<file path="src/rtl/fifo_rd_arbiter_pkg.sv">
// Shared definitions for the FIFO read-side arbiter: FSM encoding and
// helpers that size the burst counter and round-robin pointer.
package fifo_rd_arbiter_pkg;

  typedef enum logic [0:0] {
    ST_IDLE  = 1'b0,
    ST_BURST = 1'b1
  } arb_state_e;

  // Counter must reach burst_max itself, hence the extra bit.
  function automatic int cnt_width(input int max_pops);
    return $clog2(max_pops) + 1;
  endfunction

  function automatic int ptr_width(input int n);
    return (n > 1) ? $clog2(n) : 1;
  endfunction

endpackage

</file>
<file path="src/rtl/fifo_rd_arbiter_rr_pick.sv">
// Combinational round-robin selector: first asserted request at or after
// ptr, wrapping modulo n_req.
module rr_pick #(
  parameter int n_req = 4,
  parameter int ptr_w = 2
) (
  input  logic [n_req-1:0] req,
  input  logic [ptr_w-1:0] ptr,
  output logic [n_req-1:0] winner,
  output logic             any
);

  logic [ptr_w-1:0] idx;

  always_comb begin
    winner = '0;
    any    = 1'b0;
    idx    = '0;
    for (int i = 0; i < n_req; i++) begin
      idx = ptr_w'((int'(ptr) + i) % n_req);
      if (!any && req[idx]) begin
        winner[idx] = 1'b1;
        any         = 1'b1;
      end
    end
  end

endmodule

</file>
<file path="src/rtl/fifo_rd_arbiter.sv">
// Read-side arbiter: grants one requester a burst of up to burst_max pops
// from a shared FIFO, round-robin between bursts.
module fifo_rd_arbiter
  import fifo_rd_arbiter_pkg::*;
#(
  parameter int n_req     = 4,
  parameter int data_size = 8,
  parameter int burst_max = 4
) (
  input  logic                 rclk,
  input  logic                 rrst,
  input  logic [n_req-1:0]     req,
  input  logic                 rempty,
  input  logic [data_size-1:0] rdata,
  output logic                 rinc,
  output logic [n_req-1:0]     gnt,
  output logic [n_req-1:0]     dvalid,
  output logic [data_size-1:0] dout
);

  localparam int CNT_W = cnt_width(burst_max);
  localparam int PTR_W = ptr_width(n_req);
  localparam logic [CNT_W-1:0] CNT_LAST = CNT_W'(burst_max - 1);
  localparam logic [PTR_W-1:0] PTR_TOP  = PTR_W'(n_req - 1);

  arb_state_e state_q, state_d;

  logic [n_req-1:0]     gnt_q;
  logic [PTR_W-1:0]     ptr_q;
  logic [CNT_W-1:0]     cnt_q;
  logic [n_req-1:0]     vld_p1;
  logic [data_size-1:0] dout_p1;

  logic [n_req-1:0] pick_winner;
  logic             pick_any;
  logic [PTR_W-1:0] owner_idx;
  logic [PTR_W-1:0] ptr_next;
  logic             owner_req;
  logic             grant_go;
  logic             release_burst;
  logic             last_pop;

  rr_pick #(
    .n_req (n_req),
    .ptr_w (PTR_W)
  ) u_rr_pick (
    .req    (req),
    .ptr    (ptr_q),
    .winner (pick_winner),
    .any    (pick_any)
  );

  always_comb begin
    owner_idx = '0;
    for (int i = 0; i < n_req; i++) begin
      if (gnt_q[i]) owner_idx = PTR_W'(i);
    end
  end

  assign owner_req = |(req & gnt_q);
  assign ptr_next  = (owner_idx == PTR_TOP) ? '0 : owner_idx + 1'b1;

  always_ff @(posedge rclk or negedge rrst) begin
    if (!rrst) state_q <= ST_IDLE;
    else       state_q <= state_d;
  end

  always_comb begin
    state_d = state_q;
    case (state_q)
      ST_IDLE:  if (grant_go)      state_d = ST_BURST;
      ST_BURST: if (release_burst) state_d = ST_IDLE;
      default:                     state_d = ST_IDLE;
    endcase
  end

  // A pop that hits the burst limit still completes in its release cycle.
  always_comb begin
    grant_go      = 1'b0;
    rinc          = 1'b0;
    last_pop      = 1'b0;
    release_burst = 1'b0;
    case (state_q)
      ST_IDLE: begin
        grant_go = pick_any && !rempty;
      end
      ST_BURST: begin
        rinc          = owner_req && !rempty;
        last_pop      = rinc && (cnt_q == CNT_LAST);
        release_burst = !owner_req || rempty || last_pop;
      end
      default: begin
        grant_go = 1'b0;
      end
    endcase
  end

  always_ff @(posedge rclk or negedge rrst) begin
    if (!rrst) begin
      gnt_q <= '0;
      ptr_q <= '0;
      cnt_q <= '0;
    end else begin
      if (grant_go) begin
        gnt_q <= pick_winner;
      end else if (release_burst) begin
        gnt_q <= '0;
        ptr_q <= ptr_next;
      end
      if (grant_go)  cnt_q <= '0;
      else if (rinc) cnt_q <= cnt_q + 1'b1;
    end
  end

  // Stage p1: popped word and its owner, one cycle after the pop strobe.
  always_ff @(posedge rclk or negedge rrst) begin
    if (!rrst) begin
      vld_p1  <= '0;
      dout_p1 <= '0;
    end else begin
      vld_p1 <= rinc ? gnt_q : '0;
      if (rinc) dout_p1 <= rdata;
    end
  end

  assign gnt    = gnt_q;
  assign dvalid = vld_p1;
  assign dout   = dout_p1;

  a_gnt_onehot: assert property (@(posedge rclk) disable iff (!rrst)
    $onehot0(gnt_q));
  a_gnt_idle: assert property (@(posedge rclk) disable iff (!rrst)
    (state_q == ST_IDLE) |-> (gnt_q == '0));
  a_no_pop_empty: assert property (@(posedge rclk) disable iff (!rrst)
    rempty |-> !rinc);
  a_burst_owned: assert property (@(posedge rclk) disable iff (!rrst)
    (state_q == ST_BURST) |-> (gnt_q != '0));

endmodule

</file>
<file path="config.mk">
export PLATFORM = sky130hd
export DESIGN_NAME = fifo_rd_arbiter
export DESIGN_NICKNAME = d
export VERILOG_FILES = /design/src/rtl/fifo_rd_arbiter_pkg.sv /design/src/rtl/fifo_rd_arbiter_rr_pick.sv /design/src/rtl/fifo_rd_arbiter.sv
export SDC_FILE = /design/constraint.sdc
export NUM_CORES = 1
export LEC_CHECK = 0
export BUFFER_PORTS_ARGS = -buffer_cell sky130_fd_sc_hd__buf_2
export CORE_UTILIZATION = 35
export CTS_CLUSTER_DIAMETER = 200
export CTS_CLUSTER_SIZE = 24
export DETAILED_ROUTE_END_ITERATION = 6
export HOLD_SLACK_MARGIN = 0.06
export SETUP_SLACK_MARGIN = 0.4
export SLEW_MARGIN = 20
export SYNTH_ARGS = -nofsm -noshare
export SYNTH_HDL_FRONTEND = slang
export SYNTH_SLANG_ARGS = --single-unit
</file>
<file path="constraint.sdc">
create_clock -name rclk -period 5.75 [get_ports rclk]
set_input_delay 0 -clock rclk [delete_from_list [all_inputs] [get_ports rclk]]
set_output_delay 0 -clock rclk [all_outputs]
set_load 0.01 [all_outputs]
</file>
==> summary.md, run 1 <==
| Metric | Value |
|---|---|
| Outcome | `completed` |
| Area delta synth->final | `25.0%` |
| Final nets | `186` |
| # port buffers | `31` |
| Total GRT Usage | `about 15%` |
| Post-cts sizing count | `0` |
| Top post-synthesis cells by area | `dfrtp_1 39%, ha_1 9.0%, mux2_2 8.1%, mux2i_1 5.0%, a22oi_1 3.2%` |
| Critical Path RT | `5940 ps` |
| Critical Path End Type | `flop` |
| Synth warn | `0` |
| Synth top area share | `roughly 39%` |
| Total power | `885 uW` |
| FILL cells | `381` |
| Hold Startpoint | `rempty` |
| Commonest non-fill, non-tap cell in the layout | `buf_2` |
| RSZ-0062 raised after global routing | `false` |
| Detailed Route Iter0 Violations | `49` |
| Hold crit path type | `in -> reg` |
| Period utilisation layout | `51.8%` |
| Reg2Reg Depth | `7` |
| Clock share of power | `16.0%` |
| Fin. max-slew vios | `0` |
| CTS Buf Count | `3` |
| Mapped Nets | `146` |
| Vias | `approximately 1100` |
| Reg2Reg Setup Slack | `2770 ps` |
| Rel. slew slack | `59.4%` |
| Fin crit period | `2980 ps` |
| Setup violators final | `0` |
| Sequential Area | `about 550 sq um` |
| Rows | `22` |
| ANT cells | `0` |
| Clk_lat worst skew | `about 260 ps` |
| Switching share of power | `around two fifths` |
| DR vias/cell | `5.05` |
| Max Cap Viol | `0` |
| Ys flop type | `dfrtp_1` |
| Antenna violations before repair | `0` |
| Worst-margin pin slew | `around 610 ps` |
| Final setup margin | `2770 ps` |
| Placer Congestion | `between 0.8 and 0.9` |
| Critical-path cell list | `inv_1 > ha_1 > mux2_2 > mux2i_2 > nor4b_4 > a22oi_1 > mux2i_1` |
| Worst Skew | `2.83 ps` |
| Drt wl/cell | `14.2 um` |
| Crit path kind | `reg -> reg` |
| Pwr Density | `507 nW/um^2` |
| Yosys cell types | `31` |
| Total wire length | `2940 um` |
| Commonest cells after routing, fill and taps aside | `31 x buf_2, 22 x dfrtp_1, 10 x mux2_2, 10 x nand2_1, 10 x ha_1` |
| H-tree Lvls | `1` |
| Drt pass-1 iters | `4` |
| Global route overflow | `0` |
| P_int | `536 uW` |
| CTS sink cnt | `22` |
| Multi-input gate area | `~790 sq um` |
| Initial Utilization | `37.3%` |
| Final core utilization | `a little under half` |
| Worst setup SP type | `flop` |
| Mapped cell area | `1400 sq um` |
| Logic pwr share | `just over 50%` |
| Worst-path clk slew | `80 ps` |
| Die Wd | `65.1 um` |
| Yosys top cell by area | `dfrtp_1` |
| Seq cells post-synth | `22` |
| Final hold violation count | `0` |
| Lkg Pwr | `between 0.0008 and 0.0009 uW` |
| Avg Cell Area, Syn | `11.5 sq um` |
| CTS root buffer | `clkbuf_8` |
| Worst slack, placed | `2790 ps` |
| HPWL after DPL | `2240 um` |
| Die Ht | `65.1 um` |
| Max Freq | `335 MHz` |
| Antenna-violating nets left | `0` |
| Reg2reg end | `gnt[2]` |
| Post-synth EDFFs | `0` |
| Share of cells above drive strength 1 | `33.8%` |
| I/O pins | `32` |
| Setup total negative slack | `0 ps` |
| Drc violations | `0` |
| Hold Path Cell Cnt | `3` |
| Post-CTS Hold Buffers | `9` |
| Die area | `4240 sq um` |
| Critical Path Max Stage Delay | `approximately 700 ps` |
| Largest net degree at the start of global routing | `23` |
| Async S/R FF share, synth | `100%` |
| Crit path DAT | `3170 ps` |
| P_sw | `349 uW` |
| Vias in the first global route | `1010` |
| Max stage delay cell, worst path | `dfrtp_1` |
| Sequential share of the synthesized area | `39.5%` |
| Sequential share of power | `32.0%` |
| First-pass GRT wire length | `4840 um` |
| Peak supply drop | `around 190 uV` |
| CTS tree | `done` |
| CORE AREA | `roughly 3700 sq um` |
| R2R Path Start | `ptr_q[0]` |
| Hold Path Sink | `cnt_q[1]` |
| Worst Path Max Fanout | `20` |
| CTS Buffer Depth | `2` |
| Setup bufs post-CTS | `0` |
| Hold slack | `69.3 ps` |
| Cells after Synth | `121` |
power by group through the flow:
stage                     logic, uW  clock network, uW  registers, uW
final                           459                142            283
after global routing            506                154            299
after CTS                       466                146            285
after detailed placement        460                  0            288
after global placement          459                  0            283
after floorplan                 351                  0            280
stage by stage:
step / instances / instance area [sq um]
global placement: 195 / 1580
finish: 208 / 1740
detailed placement: 195 / 1580
global route: 208 / 1740
floorplan: 121 / 1400
CTS: 208 / 1740
critical path, delay by kind of cell (launching register included):
family / cells / cell delay [ps]
mux: 3 / 930
flops: 1 / 720
simple gates: 1 / 360
fa+ha+maj: 1 / 420
buf+inv: 1 / 320
compound gates: 1 / 140
registers in the layout, summed over array words and instances, names as in the netlist:
name and count:
ptr_q 2, state_q 1, gnt 4, dvalid 4, dout 8, cnt_q 3
cell families (layout without fill, tap and decap cells):
kind of cell	count (synthesis)	in the layout	synth area share (%)
buffers and inverters	11	50	3.59
multiplexers	21	21	18.9
AND/OR/NAND/NOR	31	31	12.8
flip-flops	22	22	39.5
XOR/XNOR	1	1	0.628
adder cells (fa/ha/maj)	10	10	8.97
AO/OA/AOI/OAI	25	25	15.6
layout make-up:
class                           count  area share [%]
Inverter                            6            1.29
Clock buffer                        3            2.37
Clock inverter                      1            1.72
Sequential cell                    22            31.6
Multi-Input combinational cell     88            45.6
Tap cell                           48            3.44
Timing Repair Buffer               40            14.1
synth_stat cells (2+ instances only):
| cell type | instances |
|---|---|
| ha_1 | 10 |
| inv_1 | 6 |
| and2_1 | 2 |
| a31o_1 | 4 |
| nand2b_1 | 6 |
| a221o_1 | 4 |
| mux2i_1 | 7 |
| dfrtp_1 | 22 |
| nor2_1 | 4 |
| o22ai_1 | 4 |
| and3_1 | 4 |
| o31ai_1 | 2 |
| clkbuf_1 | 3 |
| mux4_2 | 2 |
| or2b_1 | 2 |
| mux2_2 | 10 |
| nand2_1 | 10 |
| a22oi_1 | 6 |
worst max path at each step:
| stage | startpoint | end | slack [ps] |
|---|---|---|---|
| 6_report | ptr_q[0] | gnt[2] | 2770 |
| 2_1_floorplan | ptr_q[0] | gnt[0] | 3390 |
| 5_1_grt | ptr_q[0] | gnt[1] | 2460 |
| 3_3_place_gp | ptr_q[0] | gnt[0] | 2840 |
| 3_5_place_dp | ptr_q[0] | gnt[1] | 2790 |
| 4_1_cts | ptr_q[0] | gnt[1] | 2750 |
routing by layer:
| metal | part of all wire, % | track usage [%] | vias up |
|---|---|---|---|
| met1 | 45 | 18.6 | 502 |
| met5 | 0 | 0 | - |
| met4 | 1.6 | 4.08 | 0 |
| met2 | 49 | 27.0 | 26 |
| met3 | 3.5 | 2.78 | 4 |
| li1 | - | - | 519 |
(Power assumes the default switching activity.)
==> inputs of run 2 (changes only) <==
- clock period: 5.75 -> 2.4 ns (I/O delays scaled with it)
==> summary.md, run 2 (synthesized netlist as in run 1, its figures left out) <==
| Metric | Value |
|---|---|
| Die Wd | `65.1 um (unchanged)` |
| Final hold violation count | `0 (unchanged)` |
| Reg2reg end | `gnt[3]` |
| CTS sink cnt | `22 (unchanged)` |
| Vias | `1186 (+13%)` |
| Critical Path RT | `2590 ps (-3350 ps)` |
| CORE AREA | `3740 sq um (unchanged)` |
| Clk_lat worst skew | `260 ps (about the same)` |
| Critical Path Max Stage Delay | `420 ps (-300 ps)` |
| Total GRT Usage | `17.4% (+2.2 points)` |
| Rows | `22 (unchanged)` |
| R2R Path Start | `ptr_q[0]` |
| Pwr Density | `1290 nW/um^2 (+150%)` |
| Final core utilization | `52.8% (+6.2 points)` |
| Reg2Reg Setup Slack | `340 ps (-2430 ps)` |
| Hold slack | `181 ps (+111 ps)` |
| Antenna-violating nets left | `0 (unchanged)` |
| Fin. max-slew vios | `0 (unchanged)` |
| Outcome | `completed` |
| Total power | `2540 uW (+190%)` |
| CTS root buffer | `clkbuf_8` |
| # port buffers | `31 (unchanged)` |
| Worst Path Max Fanout | `5 (-75%)` |
| Max Cap Viol | `0 (unchanged)` |
| Critical Path End Type | `flop` |
| Global route overflow | `0 (unchanged)` |
| Fin crit period | `2060 ps (-923 ps)` |
| Drt pass-1 iters | `4 (unchanged)` |
| Worst-margin pin slew | `582 ps (-27.8 ps)` |
| Placer Congestion | `0.867 (+6.6%)` |
| Setup total negative slack | `0 ps (unchanged)` |
| Setup crit start | `ptr_q[0]` |
| I/O pins | `32 (unchanged)` |
| Reg2Reg Depth | `7 (unchanged)` |
| Antenna violations before repair | `0 (unchanged)` |
| Critical-path cell list | `clkinvlp_4 > ha_4 > mux2_4 > mux2i_4 > nor4b_4 > a22oi_1 > mux2i_1` |
| Worst Setup EP | `gnt[3]` |
| Hold crit path type | `in -> reg` |
| Commonest non-fill, non-tap cell in the layout | `buf_2` |
| Peak supply drop | `621 uV (+230%)` |
| Worst path depth | `7 (unchanged)` |
| ANT cells | `0 (unchanged)` |
| Crit path DAT | `2250 ps (-920 ps)` |
| Share of cells above drive strength 1 | `43.4% (+9.7 points)` |
| Initial Utilization | `37.3% (unchanged)` |
| Worst setup SP type | `flop` |
| CTS tree | `done` |
| Worst Skew | `3.47 ps (+0.637 ps)` |
| Total wire length | `3340 um (+13%)` |
| Max stage delay cell, worst path | `dfrtp_2` |
| Largest net degree at the start of global routing | `23 (unchanged)` |
| Setup violators final | `0 (unchanged)` |
| H-tree Lvls | `1 (unchanged)` |
| Die area | `4240 sq um (unchanged)` |
| Commonest cells after routing, fill and taps aside | `31 x buf_2, 21 x dfrtp_1, 11 x buf_4, 10 x nand2_1` |
| HPWL after DPL | `2250 um (+0.44%)` |
| RSZ-0062 raised after global routing | `true` |
| Drc violations | `0 (unchanged)` |
| Detailed Route Iter0 Violations | `34 (-31%)` |
| Drt wl/cell | `15.0 um (+5.7%)` |
| Max FFs per register | `8 (unchanged)` |
| DR vias/cell | `5.32 (+5.3%)` |
| First-pass GRT wire length | `5510 um (+14%)` |
| FILL cells | `341 (-10%)` |
| CTS Buffer Depth | `2 (unchanged)` |
| Area delta synth->final | `41.6%` |
| Final nets | `201 (+8.1%)` |
| Rel. slew slack | `60.1% (+0.74 points)` |
| Period utilisation layout | `85.8% (+34 points)` |
| CTS Buf Count | `3 (unchanged)` |
| Die Ht | `65.1 um (unchanged)` |
| Worst-path clk slew | `80 ps (about the same)` |
| Crit path kind | `reg -> reg` |
| Lkg Pwr | `0.000935 uW (+13%)` |
| Buf/Inv on CP | `1 (unchanged)` |
| Max Freq | `486 MHz (+45%)` |
| Vias in the first global route | `1204 (+19%)` |
| Cell family with most CP delay | `multiplexers` |
run 2: changes by cell type in the layout (fill, tap and decap cells not counted), moves of 2 or more:
cell	delta
mux2_2	-2
buf_4	+11
mux2_4	+2
a22oi_1	-2
a22oi_2	+2
run 2: worst register-to-register path, cell delays in order (launching register included):
cell	delay [ps]
dfrtp_2	420
clkinvlp_4	120
ha_4	300
mux2_4	340
mux2i_4	170
nor4b_4	340
a22oi_1	160
mux2i_1	150
run 2: layer usage:
layer	GRT usage [%]	part of all wire (%)	up-vias
met5	0	0	-
met4	7.61	3.4	0
met3	3.47	5.3	14
met2	30.3	51	47
met1	20.5	41	568
li1	-	-	557
run 2: worst min path at each step:
stage / depth (start not counted) / slack (ps) / from / to
6_report: 4 / 180 / rempty / cnt_q[0]
2_1_floorplan: 0 / -300 / rrst / cnt_q[0]
3_3_place_gp: 1 / -20 / rrst / dout[4]
5_1_grt: 4 / 190 / rempty / cnt_q[1]
4_1_cts: 4 / 180 / rempty / cnt_q[0]
3_5_place_dp: 1 / 3 / rrst / cnt_q[2]
run 2: stage by stage:
stage | worst slack, ps | instance area, sq um | instances
finish | 342 | 1980 | 223
global placement | 297 | 1660 | 200
floorplan | 138 | 1430 | 121
global route | 230 | 1980 | 223
detailed placement | 208 | 1660 | 200
CTS | 355 | 1960 | 222
run 2: what timing repair did:
item                                    4_1_cts  5_1_grt
cloned                                        2        0
endpoints found under the setup margin        7        6
endpoints found under the hold margin        30        0
buffers inserted                              7        1
pin swaps                                    10        5
gates resized for setup                       5        2
hold buffers                                  9        0
run 2: final cells by class:
type	count	area [sq um]	area share, %
multi-input combinational	89	871	44.1
sequential	22	552	27.9
timing repair buffer	54	395	20.0
tap	48	60.1	3.04
clock buffer	3	41.3	2.09
clock inverter	1	30.0	1.52
inverter	6	26.3	1.33
run 2: report_power, final:
group          switching (uW)  internal, uW
clock network             120           223
logic                     720           850
registers                 113           513
